File: config.mk
export PLATFORM = sky130hd
export DESIGN_NAME = neopixel_tx_stream
export DESIGN_NICKNAME = d
export VERILOG_FILES = /design/src/rtl/neopixel_tx_stream.sv
export SDC_FILE = /design/constraint.sdc
export NUM_CORES = 1
export LEC_CHECK = 0
export ABC_AREA = 1
export CAP_MARGIN = 40
export CORE_ASPECT_RATIO = 0.75
export CORE_MARGIN = 5
export CORE_UTILIZATION = 59
export DETAILED_ROUTE_END_ITERATION = 7
export PLACE_DENSITY = 0.81
export SYNTH_ARGS = -nofsm -noshare
export SYNTH_HDL_FRONTEND = slang
export SYNTH_SLANG_ARGS = --single-unit
File: constraint.sdc
create_clock -name i_clk -period 3.7 [get_ports i_clk]
set_input_delay 0.555 -clock i_clk [delete_from_list [all_inputs] [get_ports i_clk]]
set_output_delay 0.555 -clock i_clk [all_outputs]
set_load 0.01 [all_outputs]
File: src/rtl/neopixel_tx_stream.sv
// WS281x/SK6812 serial transmitter streaming a runtime-selected number of
// pixels from a synchronous pixel RAM, with next-pixel prefetch, abort and
// busy/done status.
module neopixel_tx_stream #(
  parameter int unsigned BITS_PER_PIXEL = 24,
  parameter int unsigned ADDR_W         = 8,
  parameter int unsigned CNT_W          = 16,
  parameter int unsigned T0H            = 3,
  parameter int unsigned T0L            = 9,
  parameter int unsigned T1H            = 6,
  parameter int unsigned T1L            = 6,
  parameter int unsigned TRESET         = 800
) (
  input  logic                      i_clk,
  input  logic                      i_reset,
  input  logic                      i_start,
  input  logic [ADDR_W:0]           i_num_pixels,
  input  logic                      i_abort,
  output logic [ADDR_W-1:0]         o_mem_addr,
  input  logic [BITS_PER_PIXEL-1:0] i_mem_data,
  output logic                      o_led_out,
  output logic                      o_busy,
  output logic                      o_done
);

  localparam int unsigned NUM_W = ADDR_W + 1;
  localparam int unsigned BIT_W = $clog2(BITS_PER_PIXEL);

  typedef enum logic [2:0] {
    S_IDLE  = 3'd0,
    S_FETCH = 3'd1,
    S_HIGH  = 3'd2,
    S_LOW   = 3'd3,
    S_LATCH = 3'd4
  } state_t;

  state_t                    r_state;
  logic [CNT_W-1:0]          r_cnt;
  logic [NUM_W-1:0]          r_num;
  logic [NUM_W-1:0]          r_pix;
  logic [BIT_W-1:0]          r_bit;
  logic [BITS_PER_PIXEL-1:0] r_sr;
  logic [BITS_PER_PIXEL-1:0] r_pf;
  logic                      r_pf_d1;
  logic                      r_pf_d2;
  logic [ADDR_W-1:0]         r_mem_addr;
  logic                      r_led;
  logic                      r_busy;
  logic                      r_done;

  state_t                    w_state_nxt;
  logic [CNT_W-1:0]          w_cnt_nxt;
  logic [NUM_W-1:0]          w_num_nxt;
  logic [NUM_W-1:0]          w_pix_nxt;
  logic [BIT_W-1:0]          w_bit_nxt;
  logic [BITS_PER_PIXEL-1:0] w_sr_nxt;
  logic [BITS_PER_PIXEL-1:0] w_pf_nxt;
  logic                      w_pf_req;
  logic [ADDR_W-1:0]         w_addr_nxt;
  logic                      w_led_nxt;
  logic                      w_busy_nxt;
  logic                      w_done_nxt;

  // Phase-end and pixel-boundary decodes shared by both combinational blocks
  logic [CNT_W-1:0] w_high_last;
  logic [CNT_W-1:0] w_low_last;
  logic             w_fetch_end;
  logic             w_high_end;
  logic             w_low_end;
  logic             w_latch_end;
  logic             w_last_bit;
  logic             w_last_pix;
  logic [NUM_W-1:0] w_num_m1;
  logic [NUM_W-1:0] w_pix_p2;
  logic [NUM_W-1:0] w_addr_sat;

  assign w_high_last = r_sr[BITS_PER_PIXEL-1] ? CNT_W'(T1H - 1) : CNT_W'(T0H - 1);
  assign w_low_last  = r_sr[BITS_PER_PIXEL-1] ? CNT_W'(T1L - 1) : CNT_W'(T0L - 1);
  assign w_fetch_end = (r_cnt == CNT_W'(1));
  assign w_high_end  = (r_cnt == w_high_last);
  assign w_low_end   = (r_cnt == w_low_last);
  assign w_latch_end = (r_cnt == CNT_W'(TRESET - 1));
  assign w_last_bit  = (r_bit == BIT_W'(BITS_PER_PIXEL - 1));
  assign w_num_m1    = r_num - NUM_W'(1);
  assign w_last_pix  = (r_pix == w_num_m1);
  assign w_pix_p2    = r_pix + NUM_W'(2);
  // Prefetch address saturates at the last valid pixel index
  assign w_addr_sat  = (w_pix_p2 > w_num_m1) ? w_num_m1 : w_pix_p2;

  // State register
  always_ff @(posedge i_clk or posedge i_reset) begin
    if (i_reset) begin
      r_state <= S_IDLE;
    end else begin
      r_state <= w_state_nxt;
    end
  end

  // Next-state logic; abort wins over any phase completion
  always_comb begin
    w_state_nxt = r_state;
    case (r_state)
      S_IDLE: begin
        if (i_start) begin
          w_state_nxt = (i_num_pixels == '0) ? S_LATCH : S_FETCH;
        end
      end
      S_FETCH: begin
        if (i_abort)          w_state_nxt = S_LATCH;
        else if (w_fetch_end) w_state_nxt = S_HIGH;
      end
      S_HIGH: begin
        if (i_abort)         w_state_nxt = S_LATCH;
        else if (w_high_end) w_state_nxt = S_LOW;
      end
      S_LOW: begin
        if (i_abort) begin
          w_state_nxt = S_LATCH;
        end else if (w_low_end) begin
          w_state_nxt = (w_last_bit && w_last_pix) ? S_LATCH : S_HIGH;
        end
      end
      S_LATCH: begin
        if (w_latch_end) w_state_nxt = S_IDLE;
      end
      default: w_state_nxt = S_IDLE;
    endcase
  end

  // Output and datapath next values
  always_comb begin
    w_cnt_nxt  = (r_state == S_IDLE || w_state_nxt != r_state) ? '0 : CNT_W'(r_cnt + CNT_W'(1));
    w_led_nxt  = (w_state_nxt == S_HIGH);
    w_num_nxt  = r_num;
    w_pix_nxt  = r_pix;
    w_bit_nxt  = r_bit;
    w_sr_nxt   = r_sr;
    w_pf_nxt   = r_pf_d2 ? i_mem_data : r_pf;
    w_pf_req   = 1'b0;
    w_addr_nxt = r_mem_addr;
    w_busy_nxt = r_busy;
    w_done_nxt = 1'b0;
    case (r_state)
      S_IDLE: begin
        if (i_start) begin
          w_num_nxt  = i_num_pixels;
          w_pix_nxt  = '0;
          w_bit_nxt  = '0;
          w_addr_nxt = '0;
          w_busy_nxt = 1'b1;
        end
      end
      S_FETCH: begin
        if (!i_abort && w_fetch_end) begin
          w_sr_nxt   = i_mem_data;
          w_addr_nxt = (r_num > NUM_W'(1)) ? ADDR_W'(1) : '0;
          w_pf_req   = 1'b1;
        end
      end
      S_LOW: begin
        if (!i_abort && w_low_end) begin
          if (!w_last_bit) begin
            w_sr_nxt  = r_sr << 1;
            w_bit_nxt = BIT_W'(r_bit + BIT_W'(1));
          end else if (!w_last_pix) begin
            w_sr_nxt   = r_pf;
            w_bit_nxt  = '0;
            w_pix_nxt  = NUM_W'(r_pix + NUM_W'(1));
            w_addr_nxt = ADDR_W'(w_addr_sat);
            w_pf_req   = 1'b1;
          end
        end
      end
      S_LATCH: begin
        if (w_latch_end) begin
          w_busy_nxt = 1'b0;
          w_done_nxt = 1'b1;
        end
      end
      default: ;
    endcase
  end

  // Datapath and output registers
  always_ff @(posedge i_clk or posedge i_reset) begin
    if (i_reset) begin
      r_cnt      <= '0;
      r_num      <= '0;
      r_pix      <= '0;
      r_bit      <= '0;
      r_sr       <= '0;
      r_pf       <= '0;
      r_pf_d1    <= 1'b0;
      r_pf_d2    <= 1'b0;
      r_mem_addr <= '0;
      r_led      <= 1'b0;
      r_busy     <= 1'b0;
      r_done     <= 1'b0;
    end else begin
      r_cnt      <= w_cnt_nxt;
      r_num      <= w_num_nxt;
      r_pix      <= w_pix_nxt;
      r_bit      <= w_bit_nxt;
      r_sr       <= w_sr_nxt;
      r_pf       <= w_pf_nxt;
      r_pf_d1    <= w_pf_req;
      r_pf_d2    <= r_pf_d1;
      r_mem_addr <= w_addr_nxt;
      r_led      <= w_led_nxt;
      r_busy     <= w_busy_nxt;
      r_done     <= w_done_nxt;
    end
  end

  assign o_mem_addr = r_mem_addr;
  assign o_led_out  = r_led;
  assign o_busy     = r_busy;
  assign o_done     = r_done;

endmodule

# After elaboration in Yosys (flattened, before gate mapping)
# Index checks and enable logic that the tools add are counted.
# totals
register_bits	103
input_bits	37
out_inout_bits	11
wordCells	103
# op_classes
n_addsub	5
order_cmp	2
n_eq_ne	19
mux	47
reduce_logical	17
# op_table
op	n
2-to-1 mux 24 bit	4
2-to-1 mux 8 bit	6
one-hot mux 24 bit (2 select lines)	1
2-to-1 mux 9 bit	4
2-to-1 mux 3 bit	11
one-hot mux 8 bit (3 select lines)	1
2-to-1 mux 5 bit	4
one-hot mux 9 bit (2 select lines)	1
adder 16 x 1 -> 16 bit (second input constant)	1
equality test 16 x 1 -> 1 bit (second input constant)	1
equality test 16 x 10 -> 1 bit (second input constant)	1
equality test 16 x 3 -> 1 bit	1
equality test 16 x 4 -> 1 bit	1
2-to-1 mux 16 bit	1
one-hot mux 3 bit (5 select lines)	1
!= test 2 bit (second input constant)	6
one-hot mux 5 bit (2 select lines)	1
adder 9 x 1 -> 9 bit (second input constant)	1
adder 9 x 2 -> 9 bit (second input constant)	1
equality test 3 x 2 -> 1 bit (second input constant)	3
equality test 9 bit	1
greater-than comparator 9 x 1 -> 1 bit (second input constant)	1
greater-than comparator 9 bit	1
zero test 9 bit	1
21 further kinds	35

# Longest topological paths before layout
# logic_depth
word_depth	10
ltp_mapped	20
ltp_nobuf	19

# Worst setup path before layout
# OpenSTA, ideal clock, no wires.
# synth_timing
kind	register to register
start	reg r_pix[3]
end	reg r_mem_addr[3], in the netlist o_mem_addr[3]
setup_ps	96
t_arrival_ps	2489
required_time_ps	3604
path_slack_ps	1116
stages_incl_launch_ff	17
n_path_buf	2
period_less_slack_ps	2584
cell_sequence	dfrtp_1 -> clkbuf_1 -> inv_1 -> nor3_1 -> nand2_1 -> xor2_1 -> inv_1 -> ha_1 -> nand2_1 -> nor2_1 -> nand3b_1 -> o2111ai_1 -> nand2_1 -> inv_1 -> clkbuf_1 -> o21ai_0 -> o31ai_1
# synth_via
elab_chain_len	7
elab_cells_between_ends	10
classes_between	add/sub: 1; order compare: 1; eq/ne: 2; mux: 5; reduce/logical: 1
# synth_lines
item	line	text
start: declaration	40	logic [NUM_W-1:0] r_pix;
start signal: assignment	202	r_pix <= w_pix_nxt;
adder 9 x 2 -> 9 bit	86	assign w_pix_p2 = r_pix + NUM_W'(2);
greater-than comparator 9 bit	88	assign w_addr_sat = (w_pix_p2 > w_num_m1) ? w_num_m1 : w_pix_p2;
2-to-1 mux 8 bit	88	
2-to-1 mux 8 bit	165	end else if (!w_last_pix) begin
2-to-1 mux 8 bit	162	if (!w_last_bit) begin
2-to-1 mux 8 bit	161	if (!i_abort && w_low_end) begin
one-hot mux 8 bit (3 select lines)	143	case (r_state)
end signal: assignment	208	r_mem_addr <= w_addr_nxt;
end: declaration	46	logic [ADDR_W-1:0] r_mem_addr;
# Parallel ways exist; a longest one is shown, timed or not. The select of a mux whose other input is x is not followed.
# A chain may end at the register's enable or synchronous reset.

# Worst setup path in the final report
# layout_timing
start	reg r_num[0]
end	reg r_mem_addr[1], in the netlist o_mem_addr[1]
# layout_via
elab_chain_len	7
elab_cells_between_ends	10
classes_between	add/sub: 1; order compare: 1; eq/ne: 2; mux: 5; reduce/logical: 1
# layout_lines
item	line	text
start: declaration	39	logic [NUM_W-1:0] r_num;
start signal: assignment	201	r_num <= w_num_nxt;
subtractor 9 x 1 -> 9 bit (*)	84	assign w_num_m1 = r_num - NUM_W'(1);
greater-than comparator 9 bit	88	
2-to-1 mux 8 bit	88	
2-to-1 mux 8 bit	165	
2-to-1 mux 8 bit	162	
2-to-1 mux 8 bit	161	
one-hot mux 8 bit (3 select lines)	143	
# Mark *: on every way between the ends. The rest lies on a longest branch, timed or not. The select of a mux whose other input is x is not followed.

==> results.yml <==
run_status:
  outcome: "finished clean"
power:
  cellPowerDensity_nw_per_um2: 316
  swShare: 0.231
  comb_power_share: 0.036
  power_switching_uw: 489
  p_seq_frac: 0.530
  p_int_mw: 1.63
  finalPower_mw: 2.12
  ir_worst_vdd_mv: 0.207
  power.share.clock: 0.433
  cellLeakagePower_nw: 2.92
place:
  place_inst: 889
  place.gp.congestion: 0.985
  hpwlAfterDp_mm: 9.76
  portBuffers: 47
cts:
  clock_path_buffers: 2
  clkSlewWorstSetupHoldPaths_ps: 70
  cts_tree: "yes"
  postCtsHoldBufs: 0
  postCtsSetupRepairBufs: 0
  root_buffer: "clkbuf_16"
  cts_num_sinks: 103
  cts_max_level: 3
  clock_latency_ps: 350
  cts_resized: 0
  cts_inserted_buffers: 9
layout:
  stdcell_count: 905
  post-route-util: 0.695
  num_antenna_cells: 0
  final_nets: 821
  drive_above_1_share: 0.115
  area_delta_synth_final_pct: 14.6
synthesis:
  yosysWarnings: 0
  syn-num-nets: 784
  synth-main-ff-cell: "dfrtp_1"
  yosys.cell_types.count: 41
  yosysTopAreaCellShare: 0.440
  synthCells: 731
  yosys_register_bits: 103
  netlist_area_sq_um: 5850
  async_reset_ff_frac: 1.00
  synth_edf_count: 0
  yosys.area.top_type: "dfrtp_1"
  ys_seq_area_frac: 0.440
  postSynthAreaPerCell_sq_um: 8.01
  yosysMostFrequentCell: "nand2_1"
  synth_common_cells: "196 x nand2_1, 103 x dfrtp_1, 62 x o21ai_0, 58 x nand3_1, 56 x nor2_1"
  synth_area_leaders: "dfrtp_1 44%, nand2_1 13%, o21ai_0 5.3%"
floorplan:
  die_w_um: 125
  rows: 31
  initial_utilization: 0.606
  core-area_sq_um: 9660
  die_height_um: 96.3
  io_pins: 48
  die_area_sq_um: 12000
worst_setup_path:
  startpoint: "r_num[0]"
  r2r_end: "o_mem_addr[1]"
  worstPathArrival_ps: 3310
  r2r_slack_ps: 620
  critical_path.max_fanout: 16
  crit_path_end: "o_mem_addr[1]"
  r2r_cells: 16
  path_class: "reg -> reg"
  startpoint_type: "register"
  cp-end-kind: "register"
  required_ps: 3930
  crit-reg2reg-launch: "r_num[0]"
detailed_routing:
  drt-total-wl_mm: 13.7
  avgRoutedWirePerCell_um: 15.2
  firstDrtPassIters: 5
  drc_errors: 0
  vias: 5039
  ant_nets: 0
  vias_per_cell: 5.57
  drt_iter0_drc: 437
grt:
  antenna_found_initial: 0
  grt_max_degree: 53
  grt_pass1_wl_mm: 23.6
  overflow: 0
  grtUsageTotal: 0.240
  first_global_vias: 5083
sta:
  hold_violations: 0
  slew_headroom: 0.571
  fin_setup_tns_ps: 0
  fin_skew_ps: 7.60
  grt_setup_unrepaired: "no"
  fin_crit_ps: 3080
  fin_crit_sh: 0.832
  holdWs_ps: 410
  finalSetupViolations: 0
  worst_slew_pin_slew_ps: 644
  report.final.slew_viol_count: 0
  maxClockFrequency_mhz: 325
min_path:
  hp-class: "reg -> reg"
  worstHoldStart: "r_pf_d1"
  hold_depth: 0
flow_run:
  maxCapViolCount: 0
## sequential cells by signal, summed over array words and instances (netlist names), 3 cells and up
register / cells
r_pf: 24
r_sr: 24
r_cnt: 16
r_num: 9
r_pix: 9
o_mem_addr: 8
r_bit: 5
r_state: 3
## worst min-delay path by stage
stage                     endpoint  slack (ps)
after floorplan            r_pf_d2         330
final                      r_pf_d2         410
after CTS                  r_pf_d2         410
after global routing       r_pf_d2         410
after global placement     r_pf_d2         380
after detailed placement   r_pf_d2         390
## metal layers
layer / vias to the layer above / share of wire / GRT usage
met5: - / 0 / 0
met4: 0 / 0.016 / 0.0695
met3: 22 / 0.049 / 0.0577
met2: 133 / 0.48 / 0.402
met1: 2416 / 0.46 / 0.317
li1: 2468 / - / -
## area by class of cell
type,instances,area (sq um)
fill,766,2950
multi-input combinational,542,2920
sequential,103,2580
timing repair buffer,54,543
clock buffer,10,229
inverter,58,220
tap,132,165
clock inverter,6,53.8
## cells by family after synthesis
group	after synthesis	share of synthesized area
compound gates	108	0.0981
flops	103	0.440
xor+xnor	20	0.0299
buf+inv	86	0.0624
simple gates	375	0.291
fa+ha+maj	16	0.0342
mux	23	0.0442
## through the flow
stage | cell area (sq um) | worst slack [ps]
after floorplan | 5850 | 441
after global placement | 6400 | 728
after detailed placement | 6420 | 665
after CTS | 6710 | 627
after global routing | 6710 | 206
final | 6710 | 623
## worst max-delay path: stages (launching register included)
cell       delay (ps)
dfrtp_1           410
inv_1             150
ha_1              230
nand2_1            70
nor2_1            170
nand2_1           100
nand2_1           120
inv_1              80
ha_1              320
nand2_1            80
o21ai_0           180
nand2_1            70
o2111ai_1          80
nand2_1            70
inv_1             300
o21ai_0           170
o31ai_1           340
## power by group through the flow
stage	logic [mW]	registers, mW	clock network (mW)
detailed placement	0.0776	1.15	0
CTS	0.0782	1.12	0.933
floorplan	0.0235	1.15	0
global placement	0.0759	1.15	0
finish	0.0767	1.12	0.919
global route	0.0862	1.12	0.975
## cell usage in the layout, fill, tap and decap left out, types with 3 or more instances in the layout
cell,n
ha_1,16
nor2_1,55
o21ai_0,62
mux2_2,23
a21oi_1,16
clkdlybuf4s50_1,47
nand3_1,58
buf_4,6
or2_2,4
nand2_1,196
nor3_1,9
o21ai_1,16
o31ai_1,7
clkbuf_16,9
nor2_2,12
xnor2_1,4
clkinv_4,3
dfrtp_1,103
nand4_1,9
nand2_2,12
inv_1,54
xor2_1,16
nor4_1,3
nor2_4,6
No activity file was read; power rests on OpenSTA's default activity.
